--- src/rtl/snoop_bus_arbiter.sv ---
// Round-robin owner of the shared memory bus for coherent caches, with snoop broadcast and tenure pre-emption.
// Latency: grant one cycle after request is sampled; two-cycle grant-to-grant turnaround (RELEASE + IDLE).
// Backpressure: mem_hready low freezes pre-emption; the owner keeps the bus until its transfer completes.
module snoop_bus_arbiter #(
    parameter int NUM_MASTERS    = 4,
    parameter int ADDR_BUS_WIDTH = 32,
    parameter int MAX_TENURE     = 16,
    localparam int ID_W          = (NUM_MASTERS > 1) ? $clog2(NUM_MASTERS) : 1,
    localparam int TW            = $clog2(MAX_TENURE + 1)
) (
    input  logic                                   clk,
    input  logic                                   rst,
    input  logic [NUM_MASTERS-1:0]                 m_hreq,
    input  logic [NUM_MASTERS*ADDR_BUS_WIDTH-1:0]  m_haddr,
    input  logic [NUM_MASTERS-1:0]                 m_hwrite,
    output logic [NUM_MASTERS-1:0]                 m_hgrant,
    input  logic                                   mem_hready,
    output logic [ADDR_BUS_WIDTH-1:0]              mem_haddr,
    output logic                                   mem_hwrite,
    output logic                                   bus_busy,
    output logic [ID_W-1:0]                        owner_id,
    output logic [NUM_MASTERS-1:0]                 snoop_valid,
    output logic [ADDR_BUS_WIDTH-1:0]              snoop_addr
);

    localparam logic [1:0] S_IDLE = 2'd0;
    localparam logic [1:0] S_OWN  = 2'd1;
    localparam logic [1:0] S_REL  = 2'd2;

    logic [1:0]                state;
    logic [ID_W-1:0]           rr_ptr;
    logic [TW-1:0]             tenure_cnt;
    logic [ADDR_BUS_WIDTH-1:0] hold_addr;
    logic                      hold_write;

    logic [ADDR_BUS_WIDTH-1:0] addr_arr [NUM_MASTERS];
    logic [ADDR_BUS_WIDTH-1:0] owner_addr;
    logic                      owner_write;
    logic                      owner_req;
    logic                      other_req;
    logic                      preempt;
    logic                      win_found;
    logic [ID_W-1:0]           win_idx;
    logic [ID_W-1:0]           cand;

    for (genvar g = 0; g < NUM_MASTERS; g++) begin : g_addr
        assign addr_arr[g] = m_haddr[g*ADDR_BUS_WIDTH +: ADDR_BUS_WIDTH];
    end

    assign owner_addr  = addr_arr[owner_id];
    assign owner_write = m_hwrite[owner_id];
    assign owner_req   = m_hreq[owner_id];
    assign other_req   = |(m_hreq & ~m_hgrant);

    // Only a tenure that has hit its limit yields, and never mid-transfer.
    assign preempt = (tenure_cnt == TW'(MAX_TENURE)) && other_req && mem_hready;

    // Scan starts just past the last owner and wraps modulo NUM_MASTERS.
    always_comb begin
        win_found = 1'b0;
        win_idx   = '0;
        cand      = '0;
        for (int k = 1; k <= NUM_MASTERS; k++) begin
            cand = ID_W'((int'(rr_ptr) + k) % NUM_MASTERS);
            if (!win_found && m_hreq[cand]) begin
                win_found = 1'b1;
                win_idx   = cand;
            end
        end
    end

    always_ff @(posedge clk or posedge rst) begin
        if (rst) begin
            state      <= S_IDLE;
            rr_ptr     <= ID_W'(NUM_MASTERS - 1);
            owner_id   <= '0;
            m_hgrant   <= '0;
            tenure_cnt <= '0;
            hold_addr  <= '0;
            hold_write <= 1'b0;
        end else begin
            case (state)
                S_IDLE: begin
                    if (win_found) begin
                        state      <= S_OWN;
                        m_hgrant   <= NUM_MASTERS'(1) << win_idx;
                        owner_id   <= win_idx;
                        rr_ptr     <= win_idx;
                        tenure_cnt <= '0;
                    end
                end
                S_OWN: begin
                    hold_addr  <= owner_addr;
                    hold_write <= owner_write;
                    if (!owner_req || preempt) begin
                        state    <= S_REL;
                        m_hgrant <= '0;
                    end else if (tenure_cnt != TW'(MAX_TENURE)) begin
                        tenure_cnt <= tenure_cnt + TW'(1);
                    end
                end
                S_REL: begin
                    state <= S_IDLE;
                end
                default: begin
                    state    <= S_IDLE;
                    m_hgrant <= '0;
                end
            endcase
        end
    end

    // Memory and snoop side follow the owner live, and hold the last owner's values otherwise.
    assign bus_busy    = (state == S_OWN);
    assign mem_haddr   = bus_busy ? owner_addr : hold_addr;
    assign mem_hwrite  = bus_busy ? owner_write : hold_write;
    assign snoop_addr  = mem_haddr;
    assign snoop_valid = bus_busy ? ~m_hgrant : '0;

endmodule

--- config.mk ---
export PLATFORM = sky130hd
export DESIGN_NAME = snoop_bus_arbiter
export DESIGN_NICKNAME = d
export VERILOG_FILES = /design/src/rtl/snoop_bus_arbiter.sv
export SDC_FILE = /design/constraint.sdc
export NUM_CORES = 1
export LEC_CHECK = 0
export CORE_AREA = 8 8 118 93
export DETAILED_ROUTE_END_ITERATION = 7
export DIE_AREA = 0 0 126 101
export PLACE_DENSITY = 0.8
export SKIP_CTS_REPAIR_TIMING = 1
export SLEW_MARGIN = 10
export SYNTH_ARGS = -nofsm -noshare
export SYNTH_HDL_FRONTEND = slang
export SYNTH_SLANG_ARGS = --single-unit
--- constraint.sdc ---
create_clock -name clk -period 2.3 [get_ports clk]
set_input_delay 0.69 -clock clk [delete_from_list [all_inputs] [get_ports clk]]
set_output_delay 0.69 -clock clk [all_outputs]
set_load 0.005 [all_outputs]
==> flow_summary.toml, run 1 <==
[layout]
area_delta_synth_final_pct = 96.9
final_net_count = 663
regArea_um2 = 1210
drive_gt1_share_pct = 44.2
fillers = 653
multiInputGateArea_um2 = 1830

[routing]
drt_iter0_markers = 90
drc = 0
ant_nets = 0
viasPerCell = 5.02
wirelength_um = 12900
dr.pass1.iters = 4
num_vias = 3210
wl_per_cell_um = 20.1

[die]
coreArea_um2 = 9230
die_area_um2 = 12700
rows = 31
pin_count = 215
start_util_pct = 34.2
fp.dieW_um = 126
die_h_um = 101

[synthesis]
synth-xor-area-share_pct = 0.555
avgSynthCellArea_um2 = 10.4
postSynthCellCount = 304
synth-seq-area-share_pct = 38.1
ys_warn_count = 0
synth_top_flop_cell = "dfrtp_1"
yosys.area_share.simple_pct = 17.6
synth-seq-cells = 48
synth_area_leaders = "dfrtp_1 36%, mux4_2 24%, nand2_1 12%"
synth.most_common_cell = "nand2_1"
synth_nets = 445
synthTopCellsByCount = "100 x nand2_1, 46 x dfrtp_1, 35 x buf_4"
muxShareOfSynthArea_pct = 24.9
synth_cell_types = 40
synth_top_family_by_area = "multiplexers"
synthArstFlopShare_pct = 100
yosysTopAreaCell = "dfrtp_1"
synth-compound-area-share_pct = 6.38
synth_area_um2 = 3160
synth-adder-area-share_pct = 0.792
synth_enable_flop_cells = 0
synth_top_area_share_pct = 36.5

[setup_path]
path_class = "reg2out"
cp.arrival_ns = 1.74
r2r_slack_ns = 0.53
worstReg2RegEnd = "m_hgrant[2]$_DFFE_PP0P_"
end_kind = "output pin"
path_max_fanout = 17
endpoint = "snoop_addr[13]"
startpoint_type = "flop"
r2r-start = "tenure_cnt[0]$_DFFE_PP0P_"
crit_start = "owner_id[0]$_DFFE_PP0P_"
cp.required_ns = 1.61
reg2reg_depth = 6

[outcome]
violations = "negative setup slack"
outcome = "complete, but fails checks"

[cts]
path_clk_slew_ns = 0.06
cts_htree_levels = 2
clk_path_buf_depth = 2
clock_sinks = 48
cts_buffers = 5
cts_tree = "built"
insertion_delay_ns = 0.28
cts_root_buffer = "clkbuf_16"

[hold_path]
hp-class = "reg2reg"
worst_hold_path.num_cells = 2
min_from = "hold_addr[28]$_DFF_PP0_"

[sta]
rsz0062_at_grt = "yes"
fin_crit_ns = 2.43
max_freq_mhz = 412
layout_setup_ws_ns = -0.127
tightest_slew_ns = 0.369
hold_violations = 0
setup_viol = 65
finalCritPeriodShare_pct = 106
drv_slew = 0
worst_slew_margin_rel_pct = 75.4
finClkSkew_ns = 0.00457

[power_and_ir_drop]
combPwrFrac_pct = 74.8
p_switching_mw = 3.44
clock_power_share_pct = 8.4
internal_power_mw = 5.29
power_mw = 8.73
seqPwrFrac_pct = 16.8
cellLeakagePower_nw = 3.85
swShare_pct = 39.4
power.density_nw_per_um2 = 1400
ir_drop_uv = 583

[global_route]
first_global_vias = 3586
use_met2_pct = 34.4
grt_max_degree = 49
grt_pass1_wl_um = 18300
grtUsageTotal_pct = 18.2
grt_antenna_before_repair = 5
grt-ovfl-total = 0
gr-usage-met1_pct = 18.1
grt_use_met3_pct = 7.66
grt.busiest_layer = "met2"

[placement]
hpwlAfterDp_um = 9720
gp_congestion = 0.840
place_ws_ns = -0.639
portBuffers = 214

[job]
maxCapViolCount = 0
cell families after synthesis:
kind of cell	count (synthesis)
xor+xnor	2
compound gates	26
simple gates	131
flops	48
buf+inv	59
mux	36
fa+ha+maj	2
routing by layer:
| metal | part of all wire [%] | vias up |
|---|---|---|
| met5 | 0.23 | - |
| met4 | 1.3 | 6 |
| met3 | 7.9 | 16 |
| met2 | 54 | 152 |
| met1 | 37 | 1569 |
| li1 | - | 1467 |
registers in the layout, indices dropped and copies added (netlist names):
name	flops
hold_addr	32
hold_write	1
m_hgrant	4
owner_id	2
rr_ptr	2
state	2
tenure_cnt	5
per-stage QoR:
step	std cells	TNS (ns)	utilization [%]	hold slack (ns)	area (um^2)
floorplan	304	0	-	0.462	3160
global placement	616	-36.77	58.7	0.478	5420
detailed placement	616	-38.03	58.7	0.484	5420
CTS	624	-38.63	60.4	0.499	5570
global route	640	-10.18	67.4	0.511	6220
finish	640	-5.12	67.4	0.484	6220
placed cells by master (no fill, tap or decap), drive strengths merged, types with 3 or more instances in the layout:
cell	n
dlymetal6s2s	138
nand2	100
buf	89
dfrtp	46
mux4	34
clkbuf	29
nor2	11
clkdlybuf4s50	11
inv	10
o21ai	5
o211ai	4
nand3b	4
nand2b	4
nor2b	3
a21oi	3
o221ai	3
nand3	3
worst max-delay path, stage by stage, from the launching register on:
cell and delay [ns]:
dfrtp_2 0.41, buf_12 0.21, mux4_2 0.54, nand2_2 0.11
nand2_4 0.07, buf_6 0.12
worst min path at each step:
stage                                         end  slack [ns]
after floorplan              hold_write$_DFF_PP0_        0.46
after global placement    hold_addr[19]$_DFF_PP0_        0.48
after detailed placement   hold_addr[3]$_DFF_PP0_        0.48
after CTS                  hold_addr[3]$_DFF_PP0_        0.50
after global routing      hold_addr[11]$_DFF_PP0_        0.51
final                     hold_addr[28]$_DFF_PP0_        0.48
power by group through the flow:
stage	Sequential (mW)	Combinational, mW	Clock (mW)
floorplan	1.41	2.96	0
global placement	1.45	5.68	0
detailed placement	1.47	5.80	0
CTS	1.46	5.83	0.754
global route	1.51	7.02	0.789
finish	1.46	6.53	0.735
final cells by class:
| type | count | share of cell area (%) |
|---|---|---|
| tap | 115 | 2.31 |
| clock buffer | 7 | 2.29 |
| clock inverter | 1 | 0.121 |
| timing repair buffer | 260 | 45.7 |
| sequential | 48 | 19.4 |
| inverter | 10 | 0.603 |
| multi-input combinational | 197 | 29.5 |
| antenna | 2 | 0.0805 |
No activity file was read; power rests on OpenSTA's default activity.
==> inputs of run 2 (changes only) <==
--- a/config.mk
+++ b/config.mk
@@ -5,10 +5,11 @@
 export SDC_FILE = /design/constraint.sdc
 export NUM_CORES = 1
 export LEC_CHECK = 0
-export CORE_AREA = 8 8 118 93
+export ABC_AREA = 1
+export CORE_AREA = 8 8 119 94
 export DETAILED_ROUTE_END_ITERATION = 7
-export DIE_AREA = 0 0 126 101
-export PLACE_DENSITY = 0.8
+export DIE_AREA = 0 0 127 102
+export PLACE_DENSITY = 0.81
 export SKIP_CTS_REPAIR_TIMING = 1
 export SLEW_MARGIN = 10
 export SYNTH_ARGS = -nofsm -noshare
==> flow_summary.toml, run 2 <==
[outcome]
outcome = "complete, but fails checks"
violations = "negative setup slack"

[synthesis]
avgSynthCellArea_um2 = 6.66
synth_top_area_share_pct = 33.4
postSynthCellCount = 517
synth.most_common_cell = "nor2_1"
synth_nets = 658
ys_warn_count = 0
synth-xor-area-share_pct = 0.763
yosysTopAreaCell = "dfrtp_1"
synth_cell_types = 29
synth-seq-area-share_pct = 35.0
synth_top_family_by_area = "simple AND/OR/NAND/NOR gates"
synthArstFlopShare_pct = 100
synth_area_leaders = "dfrtp_1 33%, nor2_1 19%, o21ai_0 11%"
synth-adder-area-share_pct = 0.727
synthTopCellsByCount = "175 x nor2_1, 74 x o21ai_0, 53 x nand2_1"
yosys.area_share.simple_pct = 31.6
synth-compound-area-share_pct = 18.4
synth_top_flop_cell = "dfrtp_1"
muxShareOfSynthArea_pct = 0.291
synth_area_um2 = 3440
synth-seq-cells = 48
synth_enable_flop_cells = 0

[setup_path]
cp_cell_sequence = "clkdlybuf4s50_1, o21ai_1, a31oi_1, buf_4, buf_6"
slowest_stage = "clkdlybuf4s50_1"
path_max_fanout = 3
critical-path-max-stage-delay_ns = 0.48
startpoint_type = "input pin"
path_class = "in2out"
cp.required_ns = 1.61
cp_top_family = "buffers and inverters"
end_kind = "output pin"
cp_num_buf_inv = 3
cp.arrival_ns = 1.77

[cts]
cts_buffers = 5
cts_htree_levels = 2
clock_sinks = 48
clk_path_buf_depth = 2
path_clk_slew_ns = 0.07
cts_tree = "built"
cts_root_buffer = "clkbuf_16"
insertion_delay_ns = 0.29

[global_route]
grt_max_degree = 49
grt-ovfl-total = 0
grt_antenna_before_repair = 2
first_global_vias = 4197
grtUsageTotal_pct = 19.9
grt_pass1_wl_um = 21000

[sta]
fin_crit_ns = 2.46
rsz0062_at_grt = "yes"
hold_violations = 0
setup_viol = 54
layout_setup_ws_ns = -0.163
hold_slack_ns = 0.580
worst_slew_margin_rel_pct = 80.1
tightest_slew_ns = 0.298
drv_slew = 0
max_freq_mhz = 406
finClkSkew_ns = 0.0120
finalCritPeriodShare_pct = 107

[layout]
final_net_count = 878
fillers = 722
largest_reg_flops = 32
layout_commonest_cell = "nor2_1"
finalInstanceArea_um2 = 6410
reg.largest.list = "hold_addr: 32 flops, tenure_cnt: 5 flops, m_hgrant: 4 flops"
layout_common_cells = "164 x nor2_1, 82 x dlymetal6s2s_1, 75 x clkdlybuf4s50_1, 66 x o21ai_1, 52 x nand2_1"
area_delta_synth_final_pct = 86.2
top_register = "hold_addr"
drive_gt1_share_pct = 25.3
utilization_pct = 68.9

[die]
die_h_um = 102
fp.dieW_um = 127
die_area_um2 = 13000
coreArea_um2 = 9310
start_util_pct = 37.0
pin_count = 215
rows = 31

[routing]
num_vias = 4437
wl_per_cell_um = 18.2
drt_iter0_markers = 283
dr.pass1.iters = 4
ant_nets = 0
drc = 0
viasPerCell = 5.19
wirelength_um = 15500

[power_and_ir_drop]
cellLeakagePower_nw = 3.45
power.density_nw_per_um2 = 1430
ir_drop_uv = 775

[placement]
portBuffers = 214
gp_congestion = 0.867
place_area_um2 = 5690
hpwlAfterDp_um = 10700

[hold_path]
hp-class = "reg2reg"

[job]
maxCapViolCount = 0
## run 2: cell count changes in the layout (fill, tap and decap cells not counted), moves of 34 or more
cell             delta
dlymetal6s2s_1     -56
mux4_2             -34
nand2_2            -47
o21ai_1            +65
nor2_1            +153
clkdlybuf4s50_1    +64
## run 2: final cells by class
type | instances | area [um^2] | share of cell area (%)
Multi-Input combinational cell | 387 | 1980 | 30.9
Antenna cell | 2 | 5.00 | 0.0781
Inverter | 18 | 72.6 | 1.13
Clock inverter | 3 | 42.5 | 0.664
Tap cell | 115 | 144 | 2.24
Timing Repair Buffer | 277 | 2830 | 44.2
Clock buffer | 5 | 125 | 1.95
Sequential cell | 48 | 1200 | 18.8
## run 2: worst paths after layout
kind	cells past startpoint	startpoint	slack (ns)	to
setup / recovery	5	m_haddr[32]	-0.16	mem_haddr[0]
hold / removal	2	m_hgrant[3]$_DFFE_PP0P_	0.58	m_hgrant[3]$_DFFE_PP0P_
setup reg to reg	9	rr_ptr[0]$_DFFE_PP1P_	0.34	owner_id[0]$_DFFE_PP0P_
hold reg to reg	2	m_hgrant[3]$_DFFE_PP0P_	0.58	m_hgrant[3]$_DFFE_PP0P_
max in group asynchronous	3	rst	1.25	rr_ptr[0]$_DFFE_PP1P_
min in group asynchronous	3	rst	0.77	hold_addr[2]$_DFF_PP0_
## run 2: cell families (layout without fill, tap and decap cells)
| logic type | Yosys count | in the layout |
|---|---|---|
| simple gates | 265 | 265 |
| buf+inv | 82 | 303 |
| xor+xnor | 3 | 3 |
| fa+ha+maj | 2 | 2 |
| compound gates | 116 | 116 |
| other cells | 0 | 2 |
| mux | 1 | 1 |
| flops | 48 | 48 |
## run 2: through the flow
| stage | power [mW] | setup TNS, ns | setup slack (ns) | instances |
|---|---|---|---|---|
| floorplan | 4.64 | 0 | 0.114 | 517 |
| global placement | 7.52 | -37.41 | -0.665 | 814 |
| detailed placement | 7.65 | -39.39 | -0.729 | 814 |
| CTS | 8.53 | -40.07 | -0.746 | 822 |
| global route | 9.84 | -7.53 | -0.209 | 855 |
| finish | 9.19 | -2.87 | -0.163 | 855 |
## run 2: power by group
part | leakage [nW] | switching [mW] | internal [mW]
clock network | 0.0798 | 0.323 | 0.511
logic | 2.82 | 3.44 | 3.44
registers | 0.556 | 0.220 | 1.26
## run 2: worst register-to-register path, stage by stage (launching register included)
cell	delay (ns)
dfstp_2	0.69
inv_2	0.17
nand2_1	0.13
nand3_1	0.09
nand2_2	0.10
nand3_2	0.08
nand2_2	0.23
inv_2	0.12
nand2_1	0.10
o21ai_0	0.11
## run 2: metal layers
layer	vias to the layer above	global-route usage, %	share of wire (%)
met5	-	0	0
li1	2112	-	-
met1	2139	22.4	40
met2	164	36.2	52
met4	0	5.29	1.9
met3	22	5.89	6.1
==> inputs of run 3 (changes only) <==
--- a/config.mk
+++ b/config.mk
@@ -9,6 +9,7 @@
 export CORE_AREA = 8 8 119 94
 export DETAILED_ROUTE_END_ITERATION = 7
 export DIE_AREA = 0 0 127 102
+export GPL_TIMING_DRIVEN = 1
 export PLACE_DENSITY = 0.81
 export SKIP_CTS_REPAIR_TIMING = 1
 export SLEW_MARGIN = 10
==> results of run 3 <==
No change in the layout: final DEF, timing and power equal those of run 2.
